**src/rtl/mem_port_ctrl.sv**
```systemverilog
// MAR/MDR owner and req/ack memory port sequencer for the datapath bus.
// Word-addressed memory with a bounded wait and a sticky timeout flag.
module mem_port_ctrl #(
  parameter int ADDR_W  = 9,
  parameter int TIMEOUT = 15
) (
  input  logic              clk,
  input  logic              clr_n,
  input  logic [31:0]       BusMuxOut,
  input  logic              MARin,
  input  logic              MDRin,
  input  logic              Read,
  input  logic              Write,
  input  logic [31:0]       mem_rdata,
  input  logic              mem_ack,
  output logic [31:0]       BusMuxIn_MAR,
  output logic [31:0]       BusMuxIn_MDR,
  output logic [ADDR_W-1:0] mem_addr,
  output logic [31:0]       mem_wdata,
  output logic              mem_rd,
  output logic              mem_wr,
  output logic              busy,
  output logic              done,
  output logic              timeout_err
);

  localparam int CW = (TIMEOUT > 1) ? $clog2(TIMEOUT) : 1;
  localparam logic [CW-1:0] CNT_MAX = CW'(TIMEOUT - 1);

  typedef enum logic [1:0] {
    S_IDLE,
    S_READ,
    S_WRITE,
    S_DONE
  } state_e;

  state_e        state_q, state_d;
  logic [31:0]   mar_q, mar_d;
  logic [31:0]   mdr_q, mdr_d;
  logic [CW-1:0] cnt_q, cnt_d;
  logic          err_q, err_d;

  logic rd_start;
  logic wr_start;

  // Read start wins over a simultaneous write request.
  assign rd_start = MDRin & Read;
  assign wr_start = Write & ~rd_start;

  always_ff @(posedge clk or negedge clr_n) begin
    if (!clr_n) begin
      state_q <= S_IDLE;
      mar_q   <= '0;
      mdr_q   <= '0;
      cnt_q   <= '0;
      err_q   <= 1'b0;
    end else begin
      state_q <= state_d;
      mar_q   <= mar_d;
      mdr_q   <= mdr_d;
      cnt_q   <= cnt_d;
      err_q   <= err_d;
    end
  end

  always_comb begin
    state_d = state_q;
    mar_d   = mar_q;
    mdr_d   = mdr_q;
    cnt_d   = cnt_q;
    err_d   = err_q;
    unique case (state_q)
      S_IDLE: begin
        if (MARin) mar_d = BusMuxOut;
        if (MDRin && !Read) mdr_d = BusMuxOut;
        if (rd_start) begin
          state_d = S_READ;
          cnt_d   = '0;
          err_d   = 1'b0;
        end else if (wr_start) begin
          state_d = S_WRITE;
          cnt_d   = '0;
          err_d   = 1'b0;
        end
      end
      S_READ, S_WRITE: begin
        // Ack on the final counted edge still completes normally.
        if (mem_ack) begin
          if (state_q == S_READ) mdr_d = mem_rdata;
          state_d = S_DONE;
        end else if (cnt_q == CNT_MAX) begin
          state_d = S_DONE;
          err_d   = 1'b1;
        end else begin
          cnt_d = cnt_q + 1'b1;
        end
      end
      S_DONE: begin
        state_d = S_IDLE;
      end
      default: begin
        state_d = S_IDLE;
      end
    endcase
  end

  assign BusMuxIn_MAR = mar_q;
  assign BusMuxIn_MDR = mdr_q;
  assign mem_addr     = mar_q[ADDR_W-1:0];
  assign mem_wdata    = mdr_q;
  assign mem_rd       = (state_q == S_READ);
  assign mem_wr       = (state_q == S_WRITE);
  assign busy         = mem_rd | mem_wr;
  assign done         = (state_q == S_DONE);
  assign timeout_err  = err_q;

endmodule

```
**config.mk**
```make
export PLATFORM = sky130hd
export DESIGN_NAME = mem_port_ctrl
export DESIGN_NICKNAME = d
export VERILOG_FILES = /design/src/rtl/mem_port_ctrl.sv
export SDC_FILE = /design/constraint.sdc
export NUM_CORES = 1
export LEC_CHECK = 0
export BUFFER_PORTS_ARGS = -buffer_cell sky130_fd_sc_hd__buf_2
export CAP_MARGIN = 30
export CORE_MARGIN = 8
export CORE_UTILIZATION = 50
export CTS_CLUSTER_DIAMETER = 100
export DETAILED_ROUTE_END_ITERATION = 16
export GPL_TIMING_DRIVEN = 0
export PLACE_DENSITY = 0.88
export SLEW_MARGIN = 20
export SYNTH_ARGS = -nofsm -noshare
export SYNTH_HDL_FRONTEND = slang
export SYNTH_SLANG_ARGS = --single-unit
```
**constraint.sdc**
```tcl
create_clock -name clk -period 2.76 [get_ports clk]
set_clock_uncertainty 0.05 [all_clocks]
set_input_delay 0.552 -clock clk [delete_from_list [all_inputs] [get_ports clk]]
set_output_delay 0.552 -clock clk [all_outputs]
set_load 0.01 [all_outputs]
```
==> reports/results.txt, run 1 <==
status: finished, final reports clean
fin util: 68.8%
post-synth top area cell: dfrtp_1
PD cells: 1490 nW/um^2
Post-CTS Setup Inserts: 0
post-route cell area: 4910 sq um
M2 GR Usage: 34.9%
most common cell after layout, fill and taps aside: buf_2
Skew-Pair Late Insertion Delay: 0.33 ns
clk root buf: clkbuf_8
hold_sp: BusMuxOut[13]
Least-Margin Pin Slew: 0.468 ns
routing usage on met3: 5.66%
DP Area: 4660 sq um
DIE HEIGHT: 101 um
Arrival @ worst endpoint: 1.50 ns
synthesized cell area: 3610 sq um
H-Tree Depth: 3
Cells after Synth: 299
Layout fillers: 580
synth warn: 0
DIE AREA: 10200 sq um
sum of negative setup slack: 0 ns
DRC viols: 0
layout cells sized above 1: 63.4%
Core Region: 7140 sq um
most frequent cells in the layout: buf_2 (183), dfrtp_1 (71), buf_4 (42)
vias in the first global route: 3282
Cell variety after synth: 31
TritonCTS clock tree: built
final setup vio count: 0
routed via count: 2929
register area: 1780 sq um
Pre-antenna DRT Iters: 4
Top Usage Layer GRT: met2
CP Launch Point: state_q[0]
via/cell ratio: 4.91
FF-to-FF Start: state_q[0]
fin crit share: 76.1%
die width: 101 um
Layout Cells excl Fill: 596
final WL: 9930 um
part of the Yosys area used for sequential elements: 49.2%
row count: 31
Required @ worst endpoint: 2.16 ns
total nets after synthesis: 376
clock sink total: 71
Peak VDD IR: 0.663 mV
crit path kind: register to output pin
area occupied by multi-input gates: 1390 sq um
Clk pwr share: 13.4%
RSZ-0062 raised after global routing: false
maximum clock path buffer count: 2
CP Capture Type: output pin
MaxCap Viol Count: 0
RePlAce Congestion: 0.825
Cells after DPL: 579
CTS resizes: 0
Sw Pwr: 3.03 mW
grt ovf: 0
DPL Wire Length: 7860 um
1st-iter DRT viols: 64
Final Hold Fails: 0
Worst Hold Class: primary input to register
routed len/inst: 16.7 um
total CTS buffers: 9
antenna cells: 0
P_leak: 2.50 nW
IO Port Bufs: 180
relative slew slack: 68.8%
Final ANT Viol Nets: 0
Gate power share: 60.3%
Top Ports: 181
first-pass GRT wire length: 15500 um
sequential power share: 26.3%
Int Power: 4.30 mW
fin crit period: 2.10 ns
synthesis-to-finish area growth: 36.1%
switch share: 41.4%
initial antenna violation count: 0
fin nets: 569
Slew Limit Fails: 0
largest net degree at the start of global routing: 61
clock-pin slew of the registers on the worst-case setup and hold paths: 0.08 ns
syn_area_per_cell: 12.1 sq um
Total GRT Usage: 19.5%
Synth top area share: 49.2%
Achievable Freq: 476 MHz
number of synthesized register bits: 71
ranking of synthesized cells by area: dfrtp_1 (49%), mux2_2 (10%), mux2i_1 (9.2%), buf_4 (8.5%), a21oi_2 (6.8%)
initial core utilization: 50.6%
worst-path fanout max: 6
CP startpoint kind: register
met1 Use GR: 20.4%
==> sequential cells by signal (all words and copies together) (netlist names) <==
signal and cells:
cnt_q 4, BusMuxIn_MDR 32, state_q 2, timeout_err 1
BusMuxIn_MAR 32
==> synthesized netlist by cell type (all sizes together) <==
cell type  number
inv             5
a21oi          36
o21ai           4
a22o            1
nand3           3
a32o            1
or2             1
nand3b          2
mux2           32
and3            1
nand2b          2
nor3b           1
clkbuf          2
ha              6
dfrtp          71
nor2b           1
nor2           34
a41oi           2
mux2i          33
a21o            1
buf            52
a221oi          2
a22oi           1
nand2           5
==> metrics by stage <==
step / power (mW) / hold WS, ns / setup WS (ns)
after floorplan: 4.96 / 0.206 / 0.961
after global placement: 6.23 / 0.434 / 0.737
after detailed placement: 6.43 / 0.363 / 0.736
after CTS: 7.42 / 0.389 / 0.648
after global routing: 7.85 / 0.387 / 0.599
final: 7.33 / 0.405 / 0.661
==> area by class of cell <==
type | count | share of cell area [%]
timing repair buffer | 182 | 19.2
multi-input combinational | 169 | 28.3
buffer | 54 | 8.59
clock buffer | 10 | 2.60
clock inverter | 6 | 2.22
tap | 99 | 2.52
inverter | 5 | 0.382
sequential | 71 | 36.2
==> power by group through the flow <==
stage | clock network, mW | logic, mW | registers, mW
after floorplan | 0 | 2.83 | 2.13
after global placement | 0 | 4.33 | 1.91
after detailed placement | 0 | 4.49 | 1.94
after CTS | 1.00 | 4.49 | 1.93
after global routing | 1.05 | 4.80 | 2.00
final | 0.985 | 4.42 | 1.93
==> final timing paths <==
| kind | to | slack, ns | cells after the start |
|---|---|---|---|
| worst max-delay path | busy | 0.66 | 3 |
| worst min-delay path | BusMuxIn_MAR[13] | 0.41 | 2 |
| worst max register to register | BusMuxIn_MDR[18] | 0.73 | 7 |
| worst min register to register | BusMuxIn_MAR[17] | 0.45 | 1 |
| max in group asynchronous | BusMuxIn_MDR[6] | 1.56 | 3 |
| min in group asynchronous | BusMuxIn_MAR[26] | 0.56 | 2 |
==> metal layers <==
| layer | vias to the layer above | routed length (um) |
|---|---|---|
| li1 | 1375 | - |
| met1 | 1409 | 3870 |
| met2 | 120 | 5110 |
| met3 | 25 | 694 |
| met4 | 0 | 254 |
| met5 | - | 0 |
==> worst max-delay path, stage by stage (launching register included) <==
cell     delay [ns]
dfrtp_1        0.41
inv_1          0.09
ha_1           0.47
buf_2          0.20
==> kinds of logic (layout without fill, tap and decap cells) <==
family	count (synthesis)	in the layout	synth area share, %
DFF	71	71	49.2
adders and majority gates	6	6	2.08
muxes	65	65	19.1
AOI/OAI and AO/OA	48	48	11.2
and+or+nand+nor	50	50	6.10
buffers and inverters	59	257	12.2
==> repair_timing <==
| action | 4_1_cts | 5_1_grt |
|---|---|---|
| hold buffers | 1 | 0 |
| endpoints found under the hold margin | 11 | 0 |
| setup endpoints to repair | 0 | 0 |
Power figures use the tool's default switching activity.
==> run 2, diff against run 1 <==
- ABC_AREA: default -> 1
- CORE_UTILIZATION: 50 -> 46
- PLACE_DENSITY: 0.88 -> 0.82
- clock period: 2.76 -> 2.11 ns (I/O delays scaled with it)
==> reports/results.txt, run 2 <==
final setup vio count: 0 (unchanged)
switch share: 46.6% (+5.3 points)
routed via count: 3402 (+16%)
first-pass GRT wire length: 17100 um (+10%)
fin crit period: 1.84 ns
CP Capture Type: output pin
worst-path fanout max: 6 (unchanged)
most common library cells after synthesis: nand2_1 (118), dfrtp_1 (71), o21ai_0 (66)
Arrival @ worst endpoint: 1.37 ns (-0.13 ns)
clock-pin slew of the registers on the worst-case setup and hold paths: 0.08 ns (about the same)
CP startpoint kind: register
RePlAce Congestion: 0.794 (-3.8%)
crit path kind: register to output pin
number of synthesized register bits: 71 (unchanged)
Worst setup endpoint: busy
grt ovf: 0 (unchanged)
Layout fillers: 706 (+22%)
FF-to-FF setup slack: 0.27 ns (-0.46 ns)
area occupied by multi-input gates: 1280 sq um (-8.3%)
total nets after synthesis: 497 (+32%)
M2 GR Usage: 32.3% (-2.6 points)
Least-Margin Pin Slew: 0.465 ns (-0.00255 ns)
layout cells sized above 1: 46.9% (-16 points)
synthesized cell area: 3640 sq um (+0.97%)
Sw Pwr: 4.29 mW (+42%)
Hold Path Stages: 3 (+1)
Top Usage Layer GRT: met2
Cells after Synth: 420 (+40%)
IO Port Bufs: 180 (unchanged)
die width: 105 um (+4.0%)
largest net degree at the start of global routing: 43 (-30%)
DRC viols: 0 (unchanged)
Peak VDD IR: 1.08 mV (+64%)
PD cells: 1880 nW/um^2 (+26%)
worst reg2reg path endpoint: BusMuxIn_MDR[22]
Pre-antenna DRT Iters: 4 (unchanged)
most frequent cell after synthesis: nand2_1
H-Tree Depth: 3 (unchanged)
register area: 1780 sq um (unchanged)
clock sink total: 71 (unchanged)
Worst Hold Class: primary input to register
FF-to-FF Start: state_q[0]
RSZ-0062 raised after global routing: false
fin crit share: 87.2%
Slew Limit Fails: 0 (unchanged)
Gate power share: 61.8% (+1.5 points)
final WL: 10400 um (+5.0%)
Achievable Freq: 543 MHz
most common cell after layout, fill and taps aside: buf_2
row count: 32 (+3.2%)
vias in the first global route: 3528 (+7.5%)
part of the Yosys area used for sequential elements: 48.8% (-0.47 points)
antenna cells: 0 (unchanged)
ranking of synthesized cells by area: dfrtp_1 (49%), nand2_1 (12%), o21ai_0 (9.1%), buf_4 (8.4%), o21ai_2 (7.7%)
Cell variety after synth: 22 (-29%)
hold_buf cts: 1 (unchanged)
Top Ports: 181 (unchanged)
initial core utilization: 47.4% (-3.2 points)
DIE AREA: 11000 sq um (+8.2%)
Total GRT Usage: 18.6% (-0.86 points)
clk root buf: clkbuf_8
Worst R2R Path Depth: 6 (-1)
synthesis-to-finish area growth: 34.1%
met1 Use GR: 21.1% (+0.71 points)
CP Launch Point: state_q[0]
DPL Wire Length: 8250 um (+5.0%)
Required @ worst endpoint: 1.64 ns (-0.52 ns)
routing usage on met3: 5.90% (+0.23 points)
Post-synth EDFFs: 0 (unchanged)
via/cell ratio: 4.73 (-3.9%)
post-synth top area cell: dfrtp_1
relative slew slack: 69.0% (+0.17 points)
routed len/inst: 14.5 um (-13%)
Clk pwr share: 10.8% (-2.6 points)
status: finished, final reports clean
Post-CTS Setup Inserts: 0 (unchanged)
maximum clock path buffer count: 2 (unchanged)
fin util: 63.6% (-5.2 points)
DIE HEIGHT: 105 um (+4.0%)
Synth top area share: 48.8% (-0.47 points)
syn_area_per_cell: 8.67 sq um (-28%)
initial antenna violation count: 0 (unchanged)
total CTS buffers: 9 (unchanged)
TritonCTS clock tree: built
top_reg_cell synth: dfrtp_1
MaxCap Viol Count: 0 (unchanged)
Final Hold Fails: 0 (unchanged)
P_leak: 2.79 nW (+12%)
fin nets: 690 (+21%)
Core Region: 7690 sq um (+7.7%)
1st-iter DRT viols: 84 (+31%)
most frequent cells in the layout: buf_2 (183), nand2_1 (118), dfrtp_1 (71)
synth warn: 0 (unchanged)
Final ANT Viol Nets: 0 (unchanged)
Skew-Pair Late Insertion Delay: 0.33 ns (about the same)
sequential power share: 27.4% (+1.1 points)
sum of negative setup slack: 0 ns (unchanged)
Int Power: 4.91 mW (+14%)
Async S/R FF share, synth: 100% (unchanged)
CTS resizes: 0 (unchanged)
[run 2: cell type report]
cell class,count,share of cell area (%)
inverters,41,3.15
well taps,102,2.61
plain buffers,60,8.93
flip-flops and latches,71,36.4
multi-input cells,248,26.1
clock inverters,6,0.922
clock buffers,10,2.82
repair buffers,182,19.1
[run 2: how the worst min path moves through the flow]
stage / start / endpoint / slack (ns)
2_1_floorplan: clr_n / BusMuxIn_MAR[0] / 0.08
3_3_place_gp: BusMuxIn_MAR[9] / BusMuxIn_MAR[9] / 0.41
3_5_place_dp: clr_n / BusMuxIn_MAR[10] / 0.32
4_1_cts: BusMuxOut[18] / BusMuxIn_MAR[18] / 0.29
5_1_grt: BusMuxOut[2] / BusMuxIn_MAR[2] / 0.30
6_report: BusMuxOut[18] / BusMuxIn_MAR[18] / 0.30
[run 2: logic make-up after synthesis]
family                     share of synthesized area, %
buffers and inverters                              16.2
AOI/OAI and AO/OA                                  17.4
xor gates and xnor gates                          0.240
DFF                                                48.8
adders and majority gates                          2.06
and+or+nand+nor                                    15.4
[run 2: critical path: stages, from the launching register on]
cell and delay (ns):
dfrtp_1 0.38, inv_1 0.09, ha_1 0.40, buf_2 0.17
[run 2: through the flow]
step                instances  total power [mW]  hold slack [ns]  instance area (sq um)  worst slack [ns]
finish                    720              9.20            0.305                   4890             0.269
global route              720              10.0            0.300                   4890             0.100
CTS                       720              9.36            0.289                   4890             0.238
floorplan                 420              6.34           0.0764                   3640             0.542
global placement          702              8.18            0.411                   4670             0.187
detailed placement        703              8.33            0.322                   4690             0.259
[run 2: power by group through the flow]
stage | Combinational (mW) | Clock (mW) | Sequential, mW
finish | 5.69 | 0.996 | 2.52
global route | 6.33 | 1.08 | 2.60
CTS | 5.83 | 1.02 | 2.51
detailed placement | 5.80 | 0 | 2.53
global placement | 5.67 | 0 | 2.50
floorplan | 3.59 | 0 | 2.76
[run 2: metal layers]
layer / part of all wire (%) / wire length (um) / vias up
met5: 0 / 0 / -
met4: 1.9 / 197 / 0
met3: 7.3 / 764 / 17
met2: 50 / 5170 / 131
met1: 41 / 4290 / 1582
li1: - / - / 1672
==> run 3, diff against run 2 <==
- BUFFER_PORTS_ARGS: -buffer_cell sky130_fd_sc_hd__buf_2 -> -buffer_cell sky130_fd_sc_hd__buf_4
==> reports/results.txt, run 3 (synthesized netlist as in run 2, its figures left out) <==
status: finished, final reports clean
post-route cell area: 5350 sq um (+9.5%)
Pre-antenna DRT Iters: 4 (unchanged)
Achievable Freq: 524 MHz (-3.5%)
M2 GR Usage: 36.2% (+3.8 points)
CP startpoint kind: register
total power: 10.0 mW (+8.9%)
Least-Margin Pin Slew: 0.513 ns (+0.0481 ns)
most common cell after layout, fill and taps aside: buf_4
Hold Path Stages: 3 (unchanged)
Top Usage Layer GRT: met2
maximum clock path buffer count: 2 (unchanged)
initial antenna violation count: 0 (unchanged)
H-Tree Depth: 3 (unchanged)
final setup vio count: 0 (unchanged)
RSZ-0062 raised after global routing: false
hold_sp: BusMuxOut[24]
P_leak: 2.93 nW (+5.2%)
Required @ worst endpoint: 2.33 ns (+0.69 ns)
antenna cells: 0 (unchanged)
TritonCTS clock tree: built
Final Hold Fails: 0 (unchanged)
PD cells: 1870 nW/um^2 (-0.51%)
crit path kind: register to register
clock-pin slew of the registers on the worst-case setup and hold paths: 0.08 ns (about the same)
RePlAce Congestion: 0.741 (-6.6%)
layout cells sized above 1: 46.6% (-0.32 points)
worst-path fanout max: 10 (+4)
Post-CTS Setup Inserts: 0 (unchanged)
1st-iter DRT viols: 113 (+35%)
first-pass GRT wire length: 18500 um (+8.2%)
fin crit share: 90.4% (+3.2 points)
fin crit period: 1.91 ns (+0.0675 ns)
via/cell ratio: 4.89 (+3.4%)
synthesis-to-finish area growth: 46.8%
Layout fillers: 639 (-9.5%)
Min-Delay Endpoint: BusMuxIn_MAR[24]
Total GRT Usage: 20.4% (+1.8 points)
final WL: 11600 um (+11%)
MaxCap Viol Count: 0 (unchanged)
clk root buf: clkbuf_8
Final ANT Viol Nets: 0 (unchanged)
DPL Wire Length: 8910 um (+8.1%)
vias in the first global route: 3745 (+6.2%)
FF-to-FF Start: state_q[0]
largest net degree at the start of global routing: 72 (+67%)
Worst Hold Class: primary input to register
met1 Use GR: 23.0% (+1.9 points)
IO Port Bufs: 180 (unchanged)
CP Capture Type: register
routed via count: 3518 (+3.4%)
routing usage on met3: 5.04% (-0.86 points)
clock sink total: 71 (unchanged)
DRC viols: 0 (unchanged)
CTS resizes: 0 (unchanged)
Arrival @ worst endpoint: 2.12 ns (+0.75 ns)
Skew-Pair Late Insertion Delay: 0.33 ns (about the same)
Peak VDD IR: 1.04 mV (-3.8%)
Top Ports: 181 (unchanged)
relative slew slack: 65.8% (-3.2 points)
sum of negative setup slack: 0 ns (unchanged)
most frequent cells in the layout: buf_4 (221), nand2_1 (118), dfrtp_1 (71)
DP Area: 5120 sq um (+9.1%)
FF-to-FF setup slack: 0.20 ns (-0.07 ns)
Worst R2R Path Depth: 6 (unchanged)
total CTS buffers: 9 (unchanged)
row count: 32 (unchanged)
routed len/inst: 16.1 um (+11%)
Core Region: 7690 sq um (unchanged)
initial core utilization: 47.4% (unchanged)
DIE HEIGHT: 105 um (unchanged)
die width: 105 um (unchanged)
fin nets: 690 (unchanged)
DIE AREA: 11000 sq um (unchanged)
grt ovf: 0 (unchanged)
Slew Limit Fails: 0 (unchanged)
worst reg2reg path endpoint: BusMuxIn_MDR[17]
run 3: cell types whose count changed in the layout (fill, tap and decap cells not counted), sizes merged:
cell,change
bufinv,+1
clkbuf,+2
clkinv,+1
clkinvlp,-3
inv,-1
run 3: through the flow:
step / util, % / hold WS, ns / instances / setup WS, ns
after floorplan: - / 0.0764 / 420 / 0.542
after global placement: 66.6 / 0.420 / 702 / 0.296
after detailed placement: 66.6 / 0.425 / 702 / 0.208
after CTS: 69.1 / 0.199 / 718 / 0.192
after global routing: 69.6 / 0.326 / 720 / 0.0865
final: 69.6 / 0.314 / 720 / 0.202
run 3: final cells by class:
class	instances	area [sq um]	area share [%]
clock inverter	4	45.0	0.842
clock buffer	12	145	2.71
inverter	41	154	2.88
sequential	71	1780	33.2
buffer	60	437	8.16
tap	102	128	2.39
multi-input combinational	248	1280	23.9
timing repair buffer	182	1390	26.0
run 3: repair_timing:
item / CTS / global route
endpoints found under the hold margin: 0 / 17
hold buffers: 0 / 1
setup endpoints to repair: 0 / 0
run 3: worst max-delay path by stage:
stage | start | end | slack [ns] | cells after the start
finish | state_q[0] | BusMuxIn_MDR[17] | 0.20 | 6
global route | state_q[0] | BusMuxIn_MDR[25] | 0.09 | 6
CTS | state_q[0] | BusMuxIn_MDR[26] | 0.19 | 6
detailed placement | state_q[0] | BusMuxIn_MDR[26] | 0.21 | 6
global placement | state_q[0] | BusMuxIn_MDR[24] | 0.30 | 6
floorplan | state_q[0] | BusMuxIn_MDR[0] | 0.54 | 7
run 3: critical path: stages, from the launching register on:
cell	delay, ns
dfrtp_1	0.38
inv_1	0.09
ha_1	0.40
inv_2	0.16
clkbuf_1	0.39
o21ai_0	0.20
o21ai_2	0.16
run 3: metal layers:
layer / vias to the layer above / part of all wire [%]
met1: 1680 / 40
li1: 1673 / -
met5: - / 0
met4: 0 / 2.3
met3: 24 / 6.4
met2: 141 / 52
run 3: power by group:
group          switching, mW  leakage (nW)  internal (mW)
clock                  0.492         0.100          0.574
sequential             0.528         0.881           2.05
combinational           3.41          1.95           2.97
total                   4.43          2.93           5.60
